<file path="config.mk">
export PLATFORM = sky130hd
export DESIGN_NAME = dino_input_cond
export DESIGN_NICKNAME = d
export VERILOG_FILES = /design/src/rtl/dino_pkg.sv /design/src/rtl/debounce_chan.sv /design/src/rtl/dino_input_cond.sv
export SDC_FILE = /design/constraint.sdc
export NUM_CORES = 1
export LEC_CHECK = 0
export ABC_AREA = 1
export CAP_MARGIN = 20
export CORE_MARGIN = 4
export CORE_UTILIZATION = 25
export CTS_CLUSTER_DIAMETER = 120
export CTS_CLUSTER_SIZE = 12
export DETAILED_ROUTE_END_ITERATION = 10
export GPL_ROUTABILITY_DRIVEN = 1
export HOLD_SLACK_MARGIN = 0.03
export SYNTH_ARGS = -nofsm -noshare
export SYNTH_HDL_FRONTEND = slang
export SYNTH_HIERARCHICAL = 1
export SYNTH_SLANG_ARGS = --single-unit
</file>
<file path="constraint.sdc">
create_clock -name clk -period 1.2 [get_ports clk]
set_input_delay 0.24 -clock clk [delete_from_list [all_inputs] [get_ports clk]]
set_output_delay 0.24 -clock clk [all_outputs]
set_load 0.01 [all_outputs]
</file>
<file path="src/rtl/dino_pkg.sv">
// Shared constants and FSM encoding for the dino button conditioner.
// Imported by the per-channel debouncer and by the top.
package dino_pkg;

  localparam int NCH_DEF       = 3;
  localparam int DB_CYCLES_DEF = 50000;

  localparam int CH_JUMP = 0;
  localparam int CH_HALT = 1;
  localparam int CH_DBG  = 2;

  typedef enum logic {
    ST_STABLE   = 1'b0,
    ST_COUNTING = 1'b1
  } db_state_e;

endpackage

</file>
<file path="src/rtl/debounce_chan.sv">
// One button channel: 2-flop synchronizer, debounce FSM with saturating counter, edge/toggle outputs.
// Latency: pad->level DB_CYCLES+2 edges, invert->level DB_CYCLES edges, bypass pad->level 3 edges.
module debounce_chan
  import dino_pkg::*;
#(
  parameter int DB_CYCLES = DB_CYCLES_DEF
) (
  input  logic clk,
  input  logic sys_rst_n,
  input  logic btn_in,
  input  logic cfg_invert,
  input  logic cfg_bypass,
  output logic btn_level,
  output logic btn_rise,
  output logic btn_fall,
  output logic btn_toggle
);

  localparam int CW = $clog2(DB_CYCLES);
  localparam logic [CW-1:0] CNT_LAST = CW'(DB_CYCLES - 1);

  logic          s1_q, s2_q;
  db_state_e     state_q, state_d;
  logic [CW-1:0] cnt_q, cnt_d;
  logic          level_q, level_d;
  logic          rise_q, rise_d;
  logic          fall_q, fall_d;
  logic          tog_q, tog_d;
  logic          c;
  logic          accept;

  assign c = s2_q ^ cfg_invert;

  always_ff @(posedge clk or negedge sys_rst_n) begin
    if (!sys_rst_n) begin
      s1_q <= 1'b0;
      s2_q <= 1'b0;
    end else begin
      s1_q <= btn_in;
      s2_q <= s1_q;
    end
  end

  always_ff @(posedge clk or negedge sys_rst_n) begin
    if (!sys_rst_n) begin
      state_q <= ST_STABLE;
      cnt_q   <= '0;
      level_q <= 1'b0;
      rise_q  <= 1'b0;
      fall_q  <= 1'b0;
      tog_q   <= 1'b0;
    end else begin
      state_q <= state_d;
      cnt_q   <= cnt_d;
      level_q <= level_d;
      rise_q  <= rise_d;
      fall_q  <= fall_d;
      tog_q   <= tog_d;
    end
  end

  // Bypass forces STABLE so dropping it mid-flight restarts a clean count.
  always_comb begin
    state_d = state_q;
    cnt_d   = cnt_q;
    if (cfg_bypass) begin
      state_d = ST_STABLE;
      cnt_d   = '0;
    end else begin
      case (state_q)
        ST_STABLE: begin
          cnt_d = '0;
          if (c != level_q) begin
            state_d = ST_COUNTING;
            cnt_d   = CW'(1);
          end
        end
        ST_COUNTING: begin
          if (c == level_q || cnt_q == CNT_LAST) begin
            state_d = ST_STABLE;
            cnt_d   = '0;
          end else begin
            cnt_d = cnt_q + CW'(1);
          end
        end
        default: begin
          state_d = ST_STABLE;
          cnt_d   = '0;
        end
      endcase
    end
  end

  always_comb begin
    accept  = (state_q == ST_COUNTING) && (c != level_q) && (cnt_q == CNT_LAST);
    level_d = level_q;
    if (cfg_bypass) begin
      level_d = c;
    end else if (accept) begin
      level_d = ~level_q;
    end
    rise_d = level_d & ~level_q;
    fall_d = ~level_d & level_q;
    tog_d  = tog_q ^ rise_d;
  end

  assign btn_level  = level_q;
  assign btn_rise   = rise_q;
  assign btn_fall   = fall_q;
  assign btn_toggle = tog_q;

endmodule

</file>
<file path="src/rtl/dino_input_cond.sv">
// Button input conditioner: NCH independent synchronize/debounce/edge-detect channels.
// Latency per channel: pad->level DB_CYCLES+2 edges (3 in bypass); no backpressure.
module dino_input_cond
  import dino_pkg::*;
#(
  parameter int NCH       = NCH_DEF,
  parameter int DB_CYCLES = DB_CYCLES_DEF
) (
  input  logic           clk,
  input  logic           sys_rst_n,
  input  logic [NCH-1:0] btn_in,
  input  logic [NCH-1:0] cfg_invert,
  input  logic           cfg_bypass,
  output logic [NCH-1:0] btn_level,
  output logic [NCH-1:0] btn_rise,
  output logic [NCH-1:0] btn_fall,
  output logic [NCH-1:0] btn_toggle
);

  for (genvar g = 0; g < NCH; g++) begin : g_chan
    debounce_chan #(
      .DB_CYCLES (DB_CYCLES)
    ) u_chan (
      .clk        (clk),
      .sys_rst_n  (sys_rst_n),
      .btn_in     (btn_in[g]),
      .cfg_invert (cfg_invert[g]),
      .cfg_bypass (cfg_bypass),
      .btn_level  (btn_level[g]),
      .btn_rise   (btn_rise[g]),
      .btn_fall   (btn_fall[g]),
      .btn_toggle (btn_toggle[g])
    );
  end

endmodule

</file>
## Word level (Yosys, flattened, before mapping)

Cells that the tools add are included.

- Bits in registers: 69
- Bits of input ports: 9
- Output and inout port bits: 12
- Word-level logic and storage cells: 96

- $add $sub $neg: 3
- Eq/ne operators: 9
- Mux-type cells: 30
- Bitwise operators: 21
- Reductions and logical operators: 9

Operator list:

| cell | number |
|---|---|
| two-way mux 16 bit | 6 |
| one-hot mux 16 bit (2 select lines) | 3 |
| adder 16 x 1 -> 16 bit, second input constant | 3 |
| == test 16 bit, second input constant | 3 |
| two-way mux 1 bit | 18 |
| inverter 1 bit | 9 |
| bitwise AND 1 bit | 6 |
| logical AND 1 bit | 6 |
| one-hot mux 1 bit (2 select lines) | 3 |
| XOR 1 bit | 6 |
| == test 1 bit | 3 |
| logical OR 1 bit | 3 |
| != test 1 bit | 3 |

## Depth between registers and ports, before layout

Gate-level depths: netlist of the first run.

- Word-level depth: 8
- Gate-level depth with buffers: 9
- Mapped depth without buffers: 9

## Hierarchy

Netlist of the first run, hierarchy kept.

By module, submodules not included:

| module | instances | cells an instance | area an instance (µm²) | sequential area each (µm²) |
|---|---|---|---|---|
| debounce_chan | 3 | 149 | 1,174.9 | 575.6 |

## Worst setup path after synthesis of the first run

No wires, ideal clock.

- Path kind: reg-to-reg
- From: register g_chan[0].u_chan.cnt_q[0]
- To: register g_chan[0].u_chan.cnt_q[4]
- Library setup time: 86 ps
- Data arrival time: 1,235 ps
- Required time: 1,114 ps
- Setup slack: -121 ps
- Cell stages (with the launch flop): 9
- Buffers on the path: 0
- Clock period less this slack: 1,321 ps
- Cells stage by stage: dfrtp_1 ha_1 nand3_2 nor2_1 nand2_2 nand2_2 nor2_4 inv_2 nor3_1

- Word-level cells in the longest chain between the ends: 5
- Elaborated cells on any way between the ends: 6
- Those cells by class: 1 x add/sub; 1 x eq/ne; 3 x mux; 1 x reduce/logical

Ends and longest elaborated chain:

| item | RTL line | RTL |
|---|---|---|
| start: declaration | debounce_chan.sv:24 | `logic [CW-1:0] cnt_q, cnt_d;` |
| start signal: assignment | debounce_chan.sv:54 | `cnt_q <= cnt_d;` |
| branches (longest 2 deep; another with adder 16 x 1 -> 16 bit) | n/a |  |
| two-way mux 16 bit * | debounce_chan.sv:79 | `if (c == level_q \|\| cnt_q == CNT_LAST) begin` |
| one-hot mux 16 bit (2 select lines) * | debounce_chan.sv:70 | `case (state_q)` |
| two-way mux 16 bit * | debounce_chan.sv:66 | `if (cfg_bypass) begin` |
| via g_chan[0].u_chan.cnt_d[4] | debounce_chan.sv:24 |  |

Mark *: on every way through the listed nets, which the timed path passes.

## Worst setup path after layout of the first run

- From: register g_chan[1].u_chan.cnt_q[0]
- To: register g_chan[1].u_chan.cnt_q[14]

- Word-level cells in the longest chain between the ends: 5
- Elaborated cells on any way between the ends: 6
- Those cells by class: 1 x add/sub; 1 x eq/ne; 3 x mux; 1 x reduce/logical

Ends and longest elaborated chain:

| item | RTL line |
|---|---|
| start: declaration | debounce_chan.sv:24 |
| start signal: assignment | debounce_chan.sv:54 |
| branches (longest 2 deep; another with adder 16 x 1 -> 16 bit) | n/a |
| two-way mux 16 bit * | debounce_chan.sv:79 |
| one-hot mux 16 bit (2 select lines) * | debounce_chan.sv:70 |
| two-way mux 16 bit * | debounce_chan.sv:66 |
| via g_chan[1].u_chan.cnt_d[14] | debounce_chan.sv:24 |

Marks and branches as above.

==> impl_metrics.csv, run 1 <==
group,metric,value,unit
run_status,status,"finished, violations left",
run_status,violations,"setup timing",
min_path,hp-class,"reg2reg",
pwr,internal-power,4264,uW
cts,numCtsBuffers,9,
cts,clk_latency,0.33,ns
pwr,swShare,25.00,%
pwr,ir_drop,0.6176,mV
cts,path_clk_slew,0.05,ns
synth,synth_warnings,6,
sta,timing.slew.headroom,74.35,%
grt,grt_pass1_wl,14.95,mm
pwr,p_leak,0.002404,uW
cts,clock_sinks,69,
die,fp-row-count,43,
min_path,holdPathStages,0,
die,start_util,25.49,%
sta,tightest_slew,0.3847,ns
sta,min_period_over_period,124.6,%
route,first_iter_violations,143,
critical_path,reg2reg_depth,8,
grt,grt_overflow,0,
grt,grt_antenna_before_repair,0,
grt,grt_max_degree,70,
route,ant_nets,0,
sta,setup_viol,62,
pwr,clkPwrFrac,42.1,%
sta,rsz0062_at_grt,"yes",
pwr,total_power,5685,uW
cts,cts_tree,"yes",
grt,grt_pass1_vias,3374,
critical_path,path_class,"reg2reg",
placed_design,io_buffers,20,
sta,period_minus_slack,1.495,ns
route,wl,9.176,mm
synth,ys_ff_latch,69,
placed_design,place_congestion,0.7900,
synth,ys_types,20,
finish,nFillCells,1341,
sta,setup_slack,-0.2947,ns
synth,synth_area_per_cell,7.885,um^2
cts,clk_path_buf_depth,2,
placed_design,dp_hpwl,5.851,mm
route,dr_total_vias,3340,
sta,skew,0.004212,ns
synth,syn_inst,447,
route,drc,0,
die,die_area,16060,um^2
route,firstDrtPassIters,5,
grt,grt_usage,11.37,%
cts,h-tree-depth,3,
pwr,power.density,1016,nW/um^2
finish,antenna_cells,0,
critical_path,crit_fanout,5,
die,ioPinCount,21,
critical_path,cp.required,1.42,ns
synth,syn_nets,459,
finish,multi_input_area,2002,um^2
sta,hold_viol_final,0,
pwr,power_frac_seq,44.4,%
finish,post-route-util,40.48,%
synth,yosysSeqAreaShare,48.99,%
sta,drv_slew,0,
pwr,combPwrFrac,13.5,%
die,die_w,126.7,um
finish,drive_above_1_share,43.75,%
pwr,switchingPower,1421,uW
die,die_h,126.7,um
sta,max_freq,669.0,MHz
route,wl_per_cell,11.89,um
synth,syn_area,3525,um^2
cts,root_buffer,"clkbuf_16",
critical_path,startpoint_type,"flip-flop",
die,coreArea,13830,um^2
finish,area.sequential,1729,um^2
job,maxCapViolCount,0,
finish,nNetsFinal,601,
critical_path,arrival,1.72,ns
critical_path,cp-end-kind,"flip-flop",
finish,flow.area_growth_from_synthesis,58.79,%
route,via_per_inst,4.326,
==> state kept, by name, summed over array words and instances (netlist names) <==
name                      count
g_chan.u_chan/state_q         3
g_chan.u_chan/btn_fall        3
g_chan.u_chan/btn_toggle      3
g_chan.u_chan/btn_rise        3
g_chan.u_chan/cnt_q          48
g_chan.u_chan/s2_q            3
g_chan.u_chan/btn_level       3
g_chan.u_chan/s1_q            3
==> worst max-delay path: stages (launching register included) <==
cell     delay [ns]
dfrtp_1        0.39
ha_4           0.17
nand3_4        0.11
nor2_4         0.16
nand3_4        0.12
nor2_4         0.19
nand3_2        0.12
nand2_2        0.10
nor2_1         0.04
==> layout by cell type (no fill, tap or decap), types with 14 or more instances in the layout <==
| cell type | Yosys | routed |
|---|---|---|
| buf_4 | 0 | 92 |
| nand2_1 | 99 | 81 |
| nor2_2 | 3 | 15 |
| nor2_4 | 9 | 20 |
| buf_6 | 0 | 15 |
| dfrtp_1 | 69 | 67 |
| nand3_1 | 30 | 14 |
| nand2_2 | 9 | 24 |
| nor2_1 | 81 | 58 |
| inv_1 | 69 | 60 |
==> logic make-up (layout without fill, tap and decap cells) <==
kind of cell | Yosys count | in the layout | synth area share (%)
and+or+nand+nor | 264 | 264 | 34.93
buffers and inverters | 72 | 217 | 7.668
DFF | 69 | 69 | 48.99
AOI/OAI and AO/OA | 24 | 24 | 3.621
xor gates and xnor gates | 15 | 15 | 3.727
adders and majority gates | 3 | 3 | 1.065
==> through the flow <==
step           std cells  worst slack (ns)  hold slack [ns]  TNS (ns)  cell area, um^2
2_1_floorplan        447          -0.09604         -0.05559    -2.848             3562
5_1_grt              772           -0.3538           0.3523    -16.51             5597
6_report             772           -0.2947           0.3473    -10.78             5597
3_3_place_gp         726           -0.4590           0.2985    -20.58             4588
4_1_cts              757           -0.2362           0.3464    -9.416             5278
3_5_place_dp         726           -0.4957           0.3009    -22.38             4588
==> synth_stat cells <==
cell	n	area (um^2)
nor2_2	3	18.77
nor2_4	9	101.4
nand4_1	9	56.30
o21bai_1	3	22.52
nand3_1	30	150.1
ha_1	3	37.54
nor2_1	81	304.0
a21oi_1	15	75.07
o21ai_0	6	30.03
nor3b_1	3	22.52
nor3_1	12	60.06
nor3_2	3	30.03
dfrtp_1	69	1727
nand3_2	6	60.06
nand2_1	99	371.6
nand2_2	9	56.30
xnor2_1	9	78.83
inv_1	69	259.0
xor2_1	6	52.55
inv_2	3	11.26
==> final timing paths <==
| path | from | endpoint | slack [ns] |
|---|---|---|---|
| max | g_chan[1].u_chan/cnt_q[0] | g_chan[1].u_chan/cnt_q[14] | -0.29 |
| min | g_chan[2].u_chan/s1_q | g_chan[2].u_chan/s2_q | 0.35 |
| max reg2reg | g_chan[1].u_chan/cnt_q[0] | g_chan[1].u_chan/cnt_q[14] | -0.29 |
| min reg2reg | g_chan[2].u_chan/s1_q | g_chan[2].u_chan/s2_q | 0.35 |
| max in group asynchronous | sys_rst_n | g_chan[1].u_chan/cnt_q[11] | 0.42 |
| min in group asynchronous | sys_rst_n | g_chan[1].u_chan/btn_toggle | 0.46 |
==> final cells by class <==
class | count | area share (%)
multi-input cells | 306 | 35.77
clock inverters | 2 | 0.1789
clock buffers | 12 | 4.583
well taps | 180 | 4.024
inverters | 72 | 5.097
flip-flops and latches | 69 | 30.90
repair buffers | 131 | 19.45
==> metal layers <==
| layer | track usage [%] | wire [um] | vias to the layer above | part of all wire [%] |
|---|---|---|---|---|
| li1 | - | - | 1668 | - |
| met1 | 13.10 | 3876 | 1592 | 42 |
| met2 | 19.93 | 4747 | 62 | 52 |
| met3 | 3.832 | 379 | 18 | 4.1 |
| met4 | 3.470 | 174 | 0 | 1.9 |
| met5 | 0 | 0 | - | 0 |
==> power by group through the flow <==
| stage | Sequential [uW] | Combinational [uW] | Clock (uW) |
|---|---|---|---|
| after floorplan | 2580 | 256 | 0 |
| after global placement | 2560 | 683 | 0 |
| after detailed placement | 2560 | 694 | 0 |
| final | 2530 | 765 | 2390 |
| after global routing | 2540 | 860 | 2590 |
| after CTS | 2520 | 738 | 2480 |
==> timing repair <==
item                                   CTS  global route
endpoints found under the hold margin   69             0
resized for setup                      121            60
hold buffers                             1             0
setup endpoints to repair               75            66
setup buffers                           17            18
pin swaps                               25            39
Note: power is estimated with default switching activity, not from simulation.
==> inputs of run 2 (changes only) <==
--- a/config.mk
+++ b/config.mk
@@ -14,6 +14,7 @@
 export DETAILED_ROUTE_END_ITERATION = 10
 export GPL_ROUTABILITY_DRIVEN = 1
 export HOLD_SLACK_MARGIN = 0.03
+export SETUP_SLACK_MARGIN = 0.05
 export SYNTH_ARGS = -nofsm -noshare
 export SYNTH_HDL_FRONTEND = slang
 export SYNTH_HIERARCHICAL = 1
==> impl_metrics.csv, run 2 (synthesized netlist as in run 1, its figures left out) <==
group,metric,value,unit
die,fp-row-count,43,
sta,tightest_slew,0.3849,ns
route,dr_total_vias,3338,
route,drc,0,
cts,numCtsBuffers,9,
job,maxCapViolCount,0,
cts,clk_path_buf_depth,2,
finish,nNetsFinal,602,
die,start_util,25.49,%
finish,flow.area_growth_from_synthesis,58.57,%
cts,clk_latency,0.33,ns
die,coreArea,13830,um^2
pwr,p_leak,0.002415,uW
finish,antenna_cells,0,
route,firstDrtPassIters,5,
grt,grt_max_degree,70,
die,ioPinCount,21,
sta,setup_slack,-0.2947,ns
sta,skew,0.005382,ns
sta,min_period_over_period,124.6,%
cts,clock_sinks,69,
route,wl_per_cell,11.88,um
critical_path,crit_fanout,5,
grt,grt_pass1_vias,3371,
finish,largest_register,"g_chan.u_chan/cnt_q",
critical_path,cp.required,1.42,ns
sta,max_freq,669.1,MHz
grt,grt_overflow,0,
cts,h-tree-depth,3,
critical_path,startpoint_type,"flip-flop",
route,wl,9.181,mm
placed_design,place_congestion,0.7900,
sta,period_minus_slack,1.495,ns
route,via_per_inst,4.318,
cts,cts_tree,"yes",
pwr,power.density,1021,nW/um^2
route,first_iter_violations,145,
sta,timing.slew.headroom,74.34,%
grt,grt_antenna_before_repair,0,
placed_design,dp_hpwl,5.851,mm
sta,hold_viol_final,0,
finish,fin_cells,773,
cts,path_clk_slew,0.05,ns
die,die_w,126.7,um
cts,root_buffer,"clkbuf_16",
finish,drive_above_1_share,44.35,%
grt,grt_pass1_wl,14.95,mm
pwr,ir_drop,0.6176,mV
run_status,status,"finished, violations left",
critical_path,path_class,"reg2reg",
critical_path,arrival,1.72,ns
route,ant_nets,0,
grt,grt_usage,11.37,%
pwr,total_power,5705,uW
finish,final_cell_mix,"93 x buf_4, 81 x nand2_1, 67 x dfrtp_1",
placed_design,io_buffers,20,
run_status,violations,"setup timing",
sta,rsz0062_at_grt,"yes",
placed_design,placed_cells,726,
die,die_area,16060,um^2
sta,drv_slew,0,
finish,final_common_cell,"buf_4",
sta,setup_viol,62,
min_path,hp-class,"reg2reg",
finish,largest_reg_flops,48,
die,die_h,126.7,um
critical_path,cp-end-kind,"flip-flop",
==> run 2: changes by cell type in the layout (fill, tap and decap cells not counted), sizes merged <==
cell,previous run,this run
buf,118,124
clkbuf,13,12
clkdlybuf4s15,4,0
==> run 2: layout make-up <==
cell class,count,area [um^2]
timing repair buffer,132,1081
multi-input combinational,306,2002
tap,180,225.2
clock buffer,12,256.5
inverter,72,285.3
clock inverter,2,10.01
fill,1341,8238
sequential,69,1729
==> run 2: routing by layer <==
metal	vias up	global-route usage (%)	part of all wire (%)	wire length [um]
li1	1671	-	-	-
met1	1589	13.10	42	3862
met2	60	19.93	52	4757
met3	18	3.832	4.2	386
met4	0	3.470	1.9	174
met5	-	0	0	0
==> run 2: where the power goes <==
group	internal (uW)	total [uW]	switching, uW
logic	364	788	425
clock network	1480	2390	910
registers	2440	2530	88.8
==> run 2: critical path, cell delays in order (launching register included) <==
cell	delay, ns
dfrtp_1	0.39
ha_4	0.17
nand3_4	0.11
nor2_4	0.16
nand3_4	0.12
nor2_4	0.19
nand3_2	0.12
nand2_2	0.10
nor2_1	0.04
==> run 2: path summary, 6_finish.rpt <==
check,start,end,slack (ns),cells after the start
max in group asynchronous,sys_rst_n,g_chan[1].u_chan/cnt_q[11],0.42,3
min in group asynchronous,sys_rst_n,g_chan[1].u_chan/btn_toggle,0.46,3
worst max register to register,g_chan[1].u_chan/cnt_q[0],g_chan[1].u_chan/cnt_q[14],-0.29,8
worst min-delay path,g_chan[2].u_chan/s1_q,g_chan[2].u_chan/s2_q,0.35,0
worst max-delay path,g_chan[1].u_chan/cnt_q[0],g_chan[1].u_chan/cnt_q[14],-0.29,8
worst min register to register,g_chan[2].u_chan/s1_q,g_chan[2].u_chan/s2_q,0.35,0
==> run 2: metrics by stage <==
step                      setup slack (ns)  hold WS [ns]  util, %  TNS (ns)  instance area [um^2]
after global routing               -0.3538        0.3523    40.42    -16.51                  5589
after floorplan                   -0.09604      -0.05559        -    -2.848                  3562
after global placement             -0.4590        0.2985    33.18    -20.58                  4588
after detailed placement           -0.4957        0.3009    33.18    -22.38                  4588
final                              -0.2947        0.3477    40.42    -10.79                  5589
after CTS                          -0.2362        0.3464    37.89    -9.416                  5239
==> run 2: what timing repair did <==
action | in CTS | in global routing
hold buffers | 1 | 0
gates resized for setup | 132 | 58
setup buffers | 17 | 19
endpoints found under the hold margin | 69 | 0
pin swaps | 25 | 39
endpoints found under the setup margin | 75 | 67
==> inputs of run 3 (changes only) <==
--- a/config.mk
+++ b/config.mk
@@ -7,7 +7,7 @@
 export LEC_CHECK = 0
 export ABC_AREA = 1
 export CAP_MARGIN = 20
-export CORE_MARGIN = 4
+export CORE_MARGIN = 2
 export CORE_UTILIZATION = 25
 export CTS_CLUSTER_DIAMETER = 120
 export CTS_CLUSTER_SIZE = 12
@@ -15,6 +15,7 @@
 export GPL_ROUTABILITY_DRIVEN = 1
 export HOLD_SLACK_MARGIN = 0.03
 export SETUP_SLACK_MARGIN = 0.05
+export SKIP_CTS_REPAIR_TIMING = 1
 export SYNTH_ARGS = -nofsm -noshare
 export SYNTH_HDL_FRONTEND = slang
 export SYNTH_HIERARCHICAL = 1
==> impl_metrics.csv, run 3 (synthesized netlist as in run 1, its figures left out) <==
group,metric,value,unit
sta,tightest_slew,0.3626,ns
grt,grt_usage,11.54,%
cts,numCtsBuffers,9,
critical_path,path_delay_family,"simple AND/OR/NAND/NOR gates",
finish,drive_above_1_share,38.22,%
critical_path,cp_num_buf_inv,0,
placed_design,dp_hpwl,5.682,mm
pwr,power.density,1136,nW/um^2
die,fp-row-count,43,
placed_design,io_buffers,20,
route,via_per_inst,4.317,
grt,grt_antenna_before_repair,0,
placed_design,placed_cells,722,
sta,min_period_over_period,120.5,%
finish,final_common_cell,"nand2_1",
finish,largest_reg_flops,48,
finish,final_cell_mix,"85 x nand2_1, 80 x buf_4, 68 x dfrtp_1",
die,start_util,25.49,%
die,ioPinCount,21,
critical_path,slowest_stage,"dfrtp_1",
route,first_iter_violations,93,
finish,fin_cells,753,
placed_design,place_congestion,0.9020,
critical_path,startpoint_type,"flip-flop",
route,drc,0,
route,dr_total_vias,3251,
critical_path,cp-end-kind,"flip-flop",
die,die_area,15060,um^2
pwr,p_leak,0.002394,uW
sta,drv_slew,0,
sta,setup_viol,62,
cts,cts_tree,"yes",
sta,max_freq,691.3,MHz
critical_path,slowest_delay,0.39,ns
cts,clock_sinks,69,
route,wl_per_cell,11.34,um
grt,grt_pass1_wl,13.77,mm
critical_path,crit_fanout,5,
critical_path,arrival,1.68,ns
grt,grt_overflow,0,
cts,clk_latency,0.34,ns
cts,root_buffer,"clkbuf_16",
finish,nFillCells,1363,
cts,h-tree-depth,3,
sta,rsz0062_at_grt,"yes",
sta,setup_slack,-0.2465,ns
finish,largest_register,"g_chan.u_chan/cnt_q",
sta,setup-tns-final,-10.34,ns
critical_path,path_class,"reg2reg",
finish,antenna_cells,0,
die,die_w,122.7,um
job,maxCapViolCount,0,
pwr,ir_drop,0.7992,mV
grt,grt_max_degree,36,
finish,nNetsFinal,580,
sta,skew,0.006658,ns
cts,path_clk_slew,0.06,ns
route,wl,8.540,mm
sta,hold_viol_final,0,
route,firstDrtPassIters,4,
route,ant_nets,0,
critical_path,cp.required,1.43,ns
sta,holdWs,0.2994,ns
run_status,violations,"setup timing",
placed_design,dp_slack,-0.5326,ns
sta,timing.slew.headroom,75.79,%
grt,grt_pass1_vias,3207,
sta,period_minus_slack,1.447,ns
min_path,hp-class,"in2async",
finish,post-route-util,39.23,%
die,coreArea,13830,um^2
critical_path,path_cells,"ha_4 -> nand3_4 -> nor2_4 -> nand3_4 -> nor2_4 -> nand3_1 -> nand2_1 -> nor2_2",
run_status,status,"finished, violations left",
die,die_h,122.7,um
cts,clk_path_buf_depth,2,
finish,flow.area_growth_from_synthesis,53.89,%
## run 3: metrics by stage
stage	total power, uW	area (um^2)
after detailed placement	3220	4571
after global routing	6451	5424
after floorplan	2832	3562
after global placement	3202	4571
after CTS	6187	4893
final	6161	5424
## run 3: final timing paths
path | from | slack, ns | cells after the start | to
min in group clk | cfg_bypass | 0.32 | 2 | g_chan[0].u_chan/cnt_q[0]
setup / recovery | g_chan[2].u_chan/cnt_q[0] | -0.25 | 8 | g_chan[2].u_chan/cnt_q[12]
hold reg to reg | g_chan[1].u_chan/s1_q | 0.35 | 0 | g_chan[1].u_chan/s2_q
max in group asynchronous | sys_rst_n | 0.43 | 3 | g_chan[2].u_chan/cnt_q[15]
hold / removal | sys_rst_n | 0.30 | 2 | g_chan[1].u_chan/s2_q
setup reg to reg | g_chan[2].u_chan/cnt_q[0] | -0.25 | 8 | g_chan[2].u_chan/cnt_q[12]
## run 3: final cells by class
class	count	area (um^2)	share of cell area, %
clock buffer	9	225.2	4.152
clock inverter	7	97.59	1.799
inverter	72	282.8	5.213
multi-input combinational	306	1958	36.10
sequential	69	1728	31.86
tap	180	225.2	4.152
timing repair buffer	110	907.1	16.72
## run 3: power breakdown
part / leakage (uW) / switching [uW] / internal [uW]
Sequential: 0.000924 / 82.1 / 2440
Clock: 0.000152 / 1080 / 1830
Combinational: 0.00132 / 417 / 322
## run 3: routing by layer
metal	GRT usage, %	routed length, um	up-vias
met3	3.439	310	15
met5	0	0	-
met1	13.68	3756	1543
li1	-	-	1632
met2	18.99	4273	61
met4	5.675	199	0
